--- config.mk ---
export PLATFORM = sky130hd
export DESIGN_NAME = rect_pulse_sequencer_flat
export DESIGN_NICKNAME = d
export VERILOG_FILES = /design/src/rtl/seq_pkg.sv /design/src/rtl/rect_pulse_sequencer_if.sv /design/src/rtl/seq_phase_timer.sv /design/src/rtl/rect_pulse_sequencer.sv /design/src/flat_wrapper.sv
export SDC_FILE = /design/constraint.sdc
export NUM_CORES = 1
export LEC_CHECK = 0
export CORE_AREA = 2 2 176 109
export CTS_CLUSTER_DIAMETER = 100
export DETAILED_ROUTE_END_ITERATION = 10
export DIE_AREA = 0 0 178 111
export PLACE_DENSITY = 0.72
export SYNTH_ARGS = -nofsm -noshare
export SYNTH_HDL_FRONTEND = slang
export SYNTH_HIERARCHICAL = 1
export SYNTH_SLANG_ARGS = --single-unit
--- constraint.sdc ---
create_clock -name clk -period 4.5 [get_ports clk]
set_clock_uncertainty 0.1 [all_clocks]
set_input_delay 0.45 -clock clk [delete_from_list [all_inputs] [get_ports clk]]
set_output_delay 0.45 -clock clk [all_outputs]
set_load 0.1 [all_outputs]
--- src/rtl/seq_pkg.sv ---
// Purpose : shared types, widths and ramp helpers for the rect pulse sequencer.
// Latency : n/a (types and pure functions only).
// Backpressure: n/a.
// Contents: seq_state_e (phase encoding seen on out_phase), seq_cfg_t (config word),
//           CNT_W/AMP_W widths, saturating ramp_up/ramp_down helpers.
// Build option: SEQ_BURST_COUNT_EN adds the burst field to seq_cfg_t.
package seq_pkg;

   localparam int CNT_W = 16;
   localparam int AMP_W = 12;

   typedef enum logic [2:0] {
      IDLE  = 3'd0,
      DELAY = 3'd1,
      RISE  = 3'd2,
      HIGH  = 3'd3,
      FALL  = 3'd4,
      LOW   = 3'd5
   } seq_state_e;

   typedef struct packed {
      logic [CNT_W-1:0] td;
      logic [CNT_W-1:0] tr;
      logic [CNT_W-1:0] th;
      logic [CNT_W-1:0] tf;
      logic [CNT_W-1:0] tl;
      logic [AMP_W-1:0] amp;
      logic [AMP_W-1:0] rise_step;
      logic [AMP_W-1:0] fall_step;
      logic             periodic;
`ifdef SEQ_BURST_COUNT_EN
      logic [CNT_W-1:0] burst;
`endif
   } seq_cfg_t;

   // One extra bit of headroom so the sum can be compared against amp before truncation.
   function automatic logic [AMP_W-1:0] ramp_up(input logic [AMP_W-1:0] base,
                                                input logic [AMP_W-1:0] step,
                                                input logic [AMP_W-1:0] amp);
      logic [AMP_W:0] sum;
      sum = {1'b0, base} + {1'b0, step};
      if (sum > {1'b0, amp}) ramp_up = amp;
      else                   ramp_up = sum[AMP_W-1:0];
   endfunction

   // A set top bit after the subtraction means a borrow, i.e. the result went below 0.
   function automatic logic [AMP_W-1:0] ramp_down(input logic [AMP_W-1:0] base,
                                                  input logic [AMP_W-1:0] step);
      logic [AMP_W:0] diff;
      diff = {1'b0, base} - {1'b0, step};
      if (diff[AMP_W]) ramp_down = '0;
      else             ramp_down = diff[AMP_W-1:0];
   endfunction

endpackage

--- src/rtl/rect_pulse_sequencer_if.sv ---
// Purpose : config load port of the sequencer (valid/ready + config word).
// Latency : n/a (bundle of wires).
// Backpressure: cfg_ready low while the sequencer is busy; a word transfers on cfg_valid & cfg_ready.
// Modports: master drives cfg_valid/cfg and observes cfg_ready; slave is the sequencer side.
interface rect_pulse_sequencer_if;

   logic              cfg_valid;
   logic              cfg_ready;
   seq_pkg::seq_cfg_t cfg;

   modport master (output cfg_valid, output cfg, input cfg_ready);
   modport slave  (input cfg_valid, input cfg, output cfg_ready);

endinterface

--- src/rtl/seq_phase_timer.sv ---
// Purpose : loadable down-counter timing one sequencer phase.
// Latency : last_cycle_o is high during the final cycle of a phase loaded with len_i (len_i cycles total).
// Backpressure: none; reload and zero-length skipping are the parent's job.
// Ports: clk/rst_n, load_i (reload this cycle), len_i (phase length), last_cycle_o.
module seq_phase_timer
   import seq_pkg::*;
(
   input  logic             clk,
   input  logic             rst_n,
   input  logic             load_i,
   input  logic [CNT_W-1:0] len_i,
   output logic             last_cycle_o
);

   logic [CNT_W-1:0] cnt_q;
   logic [CNT_W-1:0] cnt_d;

   always_comb begin
      cnt_d = cnt_q;
      if (load_i)              cnt_d = len_i;
      else if (cnt_q != '0)    cnt_d = cnt_q - CNT_W'(1);
   end

   always_ff @(posedge clk or negedge rst_n) begin
      if (!rst_n) cnt_q <= '0;
      else        cnt_q <= cnt_d;
   end

   assign last_cycle_o = (cnt_q == CNT_W'(1));

endmodule

--- src/rtl/rect_pulse_sequencer.sv ---
// Purpose : drives a DAC code through delay/rise/high/fall/low of a trapezoidal pulse.
// Latency : first non-IDLE phase one cycle after start is sampled; stop reaches IDLE next cycle.
// Backpressure: cfg_ready only in IDLE, so the config is frozen for the whole run.
// Ports: clk, rst_n (async active-low), cfg_if (slave config port), start, stop,
//        out_level (DAC code), out_phase, busy, period_done, burst_left (SEQ_BURST_COUNT_EN only).
// Build option: SEQ_BURST_COUNT_EN limits periodic runs to cfg.burst periods (0 = unlimited).
module rect_pulse_sequencer
   import seq_pkg::*;
(
   input  logic                 clk,
   input  logic                 rst_n,
   rect_pulse_sequencer_if.slave cfg_if,
   input  logic                 start,
   input  logic                 stop,
   output logic [AMP_W-1:0]     out_level,
   output seq_state_e           out_phase,
   output logic                 busy,
   output logic                 period_done
`ifdef SEQ_BURST_COUNT_EN
   ,
   output logic [CNT_W-1:0]     burst_left
`endif
);

   seq_state_e       state_q, state_d;
   logic [AMP_W-1:0] level_q, level_d;
   seq_cfg_t         cfg_q;

   logic             last_cycle;
   logic             advance;
   logic             period_end;
   logic             run_on;
   logic [CNT_W-1:0] th_eff;
   logic [CNT_W-1:0] len;
   seq_state_e       target;
   seq_state_e       after_idle, after_delay, after_rise, after_high, after_fall, wrap_state;

   // Successor chain with zero-length phases folded away. IDLE here marks "end of period".
   // With tr..tl all zero, th is forced to 1 so a periodic loop always has a real phase.
   always_comb begin
      th_eff      = ({cfg_q.tr, cfg_q.th, cfg_q.tf, cfg_q.tl} == '0) ? CNT_W'(1) : cfg_q.th;
      after_fall  = (cfg_q.tl != '0) ? LOW  : IDLE;
      after_high  = (cfg_q.tf != '0) ? FALL : after_fall;
      after_rise  = (th_eff   != '0) ? HIGH : after_high;
      after_delay = (cfg_q.tr != '0) ? RISE : after_rise;
      after_idle  = (cfg_q.td != '0) ? DELAY : after_delay;
      // Periodic repeats skip DELAY; after_rise is never IDLE thanks to th_eff.
      wrap_state  = (cfg_q.tr != '0) ? RISE : after_rise;
   end

`ifdef SEQ_BURST_COUNT_EN
   logic [CNT_W-1:0] burst_left_q, burst_left_d;

   assign run_on = cfg_q.periodic &&
                   !((cfg_q.burst != '0) && (burst_left_q == CNT_W'(1)));

   always_comb begin
      burst_left_d = burst_left_q;
      if ((state_q == IDLE) && start && !stop)        burst_left_d = cfg_q.burst;
      else if (period_end && (burst_left_q != '0))    burst_left_d = burst_left_q - CNT_W'(1);
   end

   always_ff @(posedge clk or negedge rst_n) begin
      if (!rst_n) burst_left_q <= '0;
      else        burst_left_q <= burst_left_d;
   end

   assign burst_left = burst_left_q;
`else
   assign run_on = cfg_q.periodic;
`endif

   // Next state: advance on the last cycle of a phase (or on start from IDLE); stop overrides.
   always_comb begin
      state_d    = state_q;
      advance    = 1'b0;
      period_end = 1'b0;
      target     = IDLE;
      case (state_q)
         DELAY:   target = after_delay;
         RISE:    target = after_rise;
         HIGH:    target = after_high;
         FALL:    target = after_fall;
         default: target = IDLE;
      endcase
      if (state_q == IDLE) begin
         if (start && !stop) begin
            advance = 1'b1;
            state_d = after_idle;
         end
      end else if (last_cycle) begin
         advance = 1'b1;
         if (target == IDLE) begin
            period_end = 1'b1;
            state_d    = run_on ? wrap_state : IDLE;
         end else begin
            state_d = target;
         end
      end
      if (stop) state_d = IDLE;
   end

   // Level follows the next state. A ramp restarts from its entry value whenever the
   // phase is (re)entered, including a phase looping onto itself in periodic mode.
   always_comb begin
      level_d = '0;
      case (state_d)
         RISE: level_d = ramp_up((state_q == RISE && !advance) ? level_q : '0,
                                 cfg_q.rise_step, cfg_q.amp);
         HIGH: level_d = cfg_q.amp;
         FALL: level_d = ramp_down((state_q == FALL && !advance) ? level_q : cfg_q.amp,
                                   cfg_q.fall_step);
         default: level_d = '0;
      endcase
   end

   always_comb begin
      len = '0;
      case (state_d)
         DELAY:   len = cfg_q.td;
         RISE:    len = cfg_q.tr;
         HIGH:    len = th_eff;
         FALL:    len = cfg_q.tf;
         LOW:     len = cfg_q.tl;
         default: len = '0;
      endcase
   end

   seq_phase_timer u_timer (
      .clk          (clk),
      .rst_n        (rst_n),
      .load_i       (advance),
      .len_i        (len),
      .last_cycle_o (last_cycle)
   );

   always_ff @(posedge clk or negedge rst_n) begin
      if (!rst_n) begin
         state_q <= IDLE;
         level_q <= '0;
         cfg_q   <= '0;
      end else begin
         state_q <= state_d;
         level_q <= level_d;
         if (cfg_if.cfg_valid && cfg_if.cfg_ready) cfg_q <= cfg_if.cfg;
      end
   end

   assign cfg_if.cfg_ready = (state_q == IDLE);
   assign out_level        = level_q;
   assign out_phase        = state_q;
   assign busy             = (state_q != IDLE);
   assign period_done      = period_end;

endmodule

--- src/flat_wrapper.sv ---
// flat-port wrapper written by rule: the top's interface ports become plain ports
module rect_pulse_sequencer_flat import seq_pkg::*;
  (clk, rst_n, start, stop, out_level, out_phase, busy, period_done, cfg_if_cfg_valid, cfg_if_cfg, cfg_if_cfg_ready);
  rect_pulse_sequencer_if cfg_if_i ();
  input  logic clk;
  input  logic rst_n;
  input  logic start;
  input  logic stop;
  output logic [AMP_W-1:0] out_level;
  output seq_state_e out_phase;
  output logic busy;
  output logic period_done;
  input wire logic [$bits(cfg_if_i.cfg_valid)-1:0] cfg_if_cfg_valid;
  input wire logic [$bits(cfg_if_i.cfg)-1:0] cfg_if_cfg;
  output wire logic [$bits(cfg_if_i.cfg_ready)-1:0] cfg_if_cfg_ready;
  assign cfg_if_i.cfg_valid = cfg_if_cfg_valid;
  assign cfg_if_i.cfg = cfg_if_cfg;
  assign cfg_if_cfg_ready = cfg_if_i.cfg_ready;
  rect_pulse_sequencer u_core (.clk(clk), .rst_n(rst_n), .cfg_if(cfg_if_i), .start(start), .stop(stop), .out_level(out_level), .out_phase(out_phase), .busy(busy), .period_done(period_done));
endmodule
==> reports/metrics.cfg <==
[status]
status=complete, but fails checks
violations=setup timing

[final_layout]
final_core_util_pct=63.9
final_nets=1209
design_area_um2=11800
drive_gt1_share_pct=24.7
n_antenna_cell=0
areaGrowthSynthToFinish_pct=34.9
final_cell_mix=dfrtp_1, clkdlybuf4s50_1, nand2_1, mux2_2, buf_4
layout_commonest_cell=dfrtp_1
fill_cells=1431

[power]
totalPowerFinal_mw=5.01
ir_worst_vdd_v=0.000330
power_leakage_nw=4.91
power.density_nw_per_um2=426

[global_routing]
grt_max_degree=78
antenna_found_initial=0
grt_pass1_wl_um=40700
track_usage_pct=27.1
grt.overflow.total=0
grt_pass1_vias=7328

[yosys]
synth_top_area_share_pct=42.5
synthSimpleGateAreaFrac_pct=16.4
synth_cell_types=75
yosysTopAreaCell=dfrtp_1
synth_compound_area_share_pct=16.8
syn_inst=859
synth_top_family_by_area=compound AO/OA/AOI/OAI gates
ys_seq_area_share_pct=42.5
synth_edf_count=0
syn-num-nets=1021
synth-main-ff-cell=dfrtp_1
synthAdderAreaFrac_pct=5.91
synthMuxAreaShare_pct=10.7
synth_async_sr_flop_share_pct=100
synth_area_um2=8720
ys_warn_count=6
avgSynthCellArea_um2=10.1
ys_seq_elements=148
synth_xor_area_share_pct=2.51
netlist_top_cells_area=dfrtp_1, mux2_2, ha_1

[setup_path]
cp.required_ps=4700
worstPathArrival_ps=5250
crit_path_max_fanout=8
crit_type=flip-flop to flip-flop
cp-end-kind=flip-flop
startpoint_type=flip-flop

[timing]
fin_crit_ps=5050
slew_violations=0
finalSetupViolations=12
setup_ws_ps=-549
rsz0062_at_grt=true
worst_pin_slew_ps=1060
fin_tns_setup_ps=-6220
relSlewSlack_pct=29.2
period_share_pct=112
fmax_ghz=0.198
hold_viol=0

[clocking]
htreeDepth=4
cts.sinks=148
clockRootBuffer=clkbuf_16
clock_path_buffers=2
clk_pin_slew_ps=70
cts_tree=built
numCtsBuffers=17
clock_latency_ps=430

[place]
pre_cts_slack_ps=-623
gp_congestion=0.970
place_area_um2=10800
port_buffers=139
dp_hpwl_um=19700

[routing]
routed-via-count=7944
via_per_inst=6.08
wl_per_cell_um=20.9
drt_first_pass_iters=5
drt_iter0_drc=958
drc=0
ant_nets=0
finalWirelength_um=27200

[run]
max_cap_violations=0

[die]
dieArea_um2=19800
ios=140
die_h_um=111
core.rowCount=39
start_util_pct=47.4
core-area_um2=18400
die_w_um=178

[hold_path]
worstHoldPathType=flip-flop to flip-flop

[flip-flops by register name, indices dropped and copies added (netlist names)]
name                  cells
u_core/out_level         12
u_core/cfg_q            116
u_core/u_timer/cnt_q     16
u_core/out_phase          3
u_core/run_on             1
[worst max-delay path, cell delays in order, from the launching register on]
cell and delay, ps:
dfrtp_1 390, or3_4 420, nor4_4 240, and4_4 290
nor2_4 70, and3_4 190, ha_4 200, a21o_1 160
a21o_1 180, a21oi_2 180, o21ai_2 100, a41oi_2 260
nand2b_1 150, xnor2_2 210, inv_1 90, ha_1 320
nand3_2 90, or3_4 400, a221oi_4 320, a31o_4 240
buf_12 110, buf_16 120, o221ai_4 90
[cells in the mapped netlist, drive strengths merged, types with 5 or more instances]
| library cell | number |
|---|---|
| mux2 | 78 |
| mux2i | 5 |
| nor4 | 24 |
| nor2 | 26 |
| buf | 21 |
| a21o | 6 |
| nand4 | 20 |
| or3 | 8 |
| ha | 38 |
| nand2b | 7 |
| xor2 | 8 |
| o211ai | 7 |
| and3 | 17 |
| a32oi | 16 |
| nor3 | 13 |
| nor2b | 11 |
| a22oi | 17 |
| o21ai | 65 |
| inv | 61 |
| and4 | 8 |
| nand3 | 20 |
| nand2 | 79 |
| a21oi | 21 |
| o221ai | 27 |
| dfrtp | 148 |
| clkbuf | 27 |
| o31ai | 5 |
| xnor2 | 17 |
[logic make-up after synthesis]
| family | Yosys count |
|---|---|
| buffers and inverters | 110 |
| AOI/OAI and AO/OA | 200 |
| DFF | 148 |
| and+or+nand+nor | 253 |
| xor gates and xnor gates | 25 |
| muxes | 83 |
| adders and majority gates | 40 |
[area by class of cell]
| class | instances | area (µm²) | share of cell area, % |
|---|---|---|---|
| Sequential cell | 148 | 3710 | 31.6 |
| Timing Repair Buffer | 216 | 2040 | 17.3 |
| Clock inverter | 15 | 181 | 1.54 |
| Inverter | 62 | 233 | 1.98 |
| Clock buffer | 17 | 425 | 3.62 |
| Multi-Input combinational cell | 602 | 4870 | 41.4 |
| Tap cell | 246 | 308 | 2.62 |
[power breakdown]
part / switching (mW) / internal [mW]
clock network: 0.677 / 0.756
logic: 0.918 / 0.836
registers: 0.225 / 1.60
[stage by stage]
step | cells | hold WS (ps)
CTS | 1299 | 434
global placement | 1262 | 404
detailed placement | 1262 | 410
finish | 1306 | 428
floorplan | 859 | 54.4
global route | 1306 | 455
[path summary, 6_finish.rpt]
path,startpoint,end,slack [ps],depth (start not counted)
max,u_core/u_timer/cnt_q[11],u_core/out_level[3],-550,22
min,u_core/cfg_q[19],u_core/cfg_q[19],430,1
max reg2reg,u_core/u_timer/cnt_q[11],u_core/out_level[3],-550,22
min reg2reg,u_core/cfg_q[19],u_core/cfg_q[19],430,1
max in group asynchronous,rst_n,u_core/u_timer/cnt_q[7],2820,3
min in group asynchronous,rst_n,u_core/cfg_q[109],490,2
[routing by layer]
metal / vias to the layer above / share of wire, % / global-route usage, %
li1: 3561 / - / -
met1: 3886 / 47 / 43.8
met2: 448 / 41 / 35.2
met3: 49 / 11 / 6.82
met4: 0 / 1.8 / 6.99
met5: - / 0 / 0
[what timing repair did]
item,4_1_cts,5_1_grt
setup endpoints to repair,12,12
gates cloned,1,1
setup buffers,3,7
pin swaps,13,37
gates resized for setup,14,33
endpoints found under the hold margin,61,0
hold buffers,1,0
No activity file was read; power rests on OpenSTA's default activity.
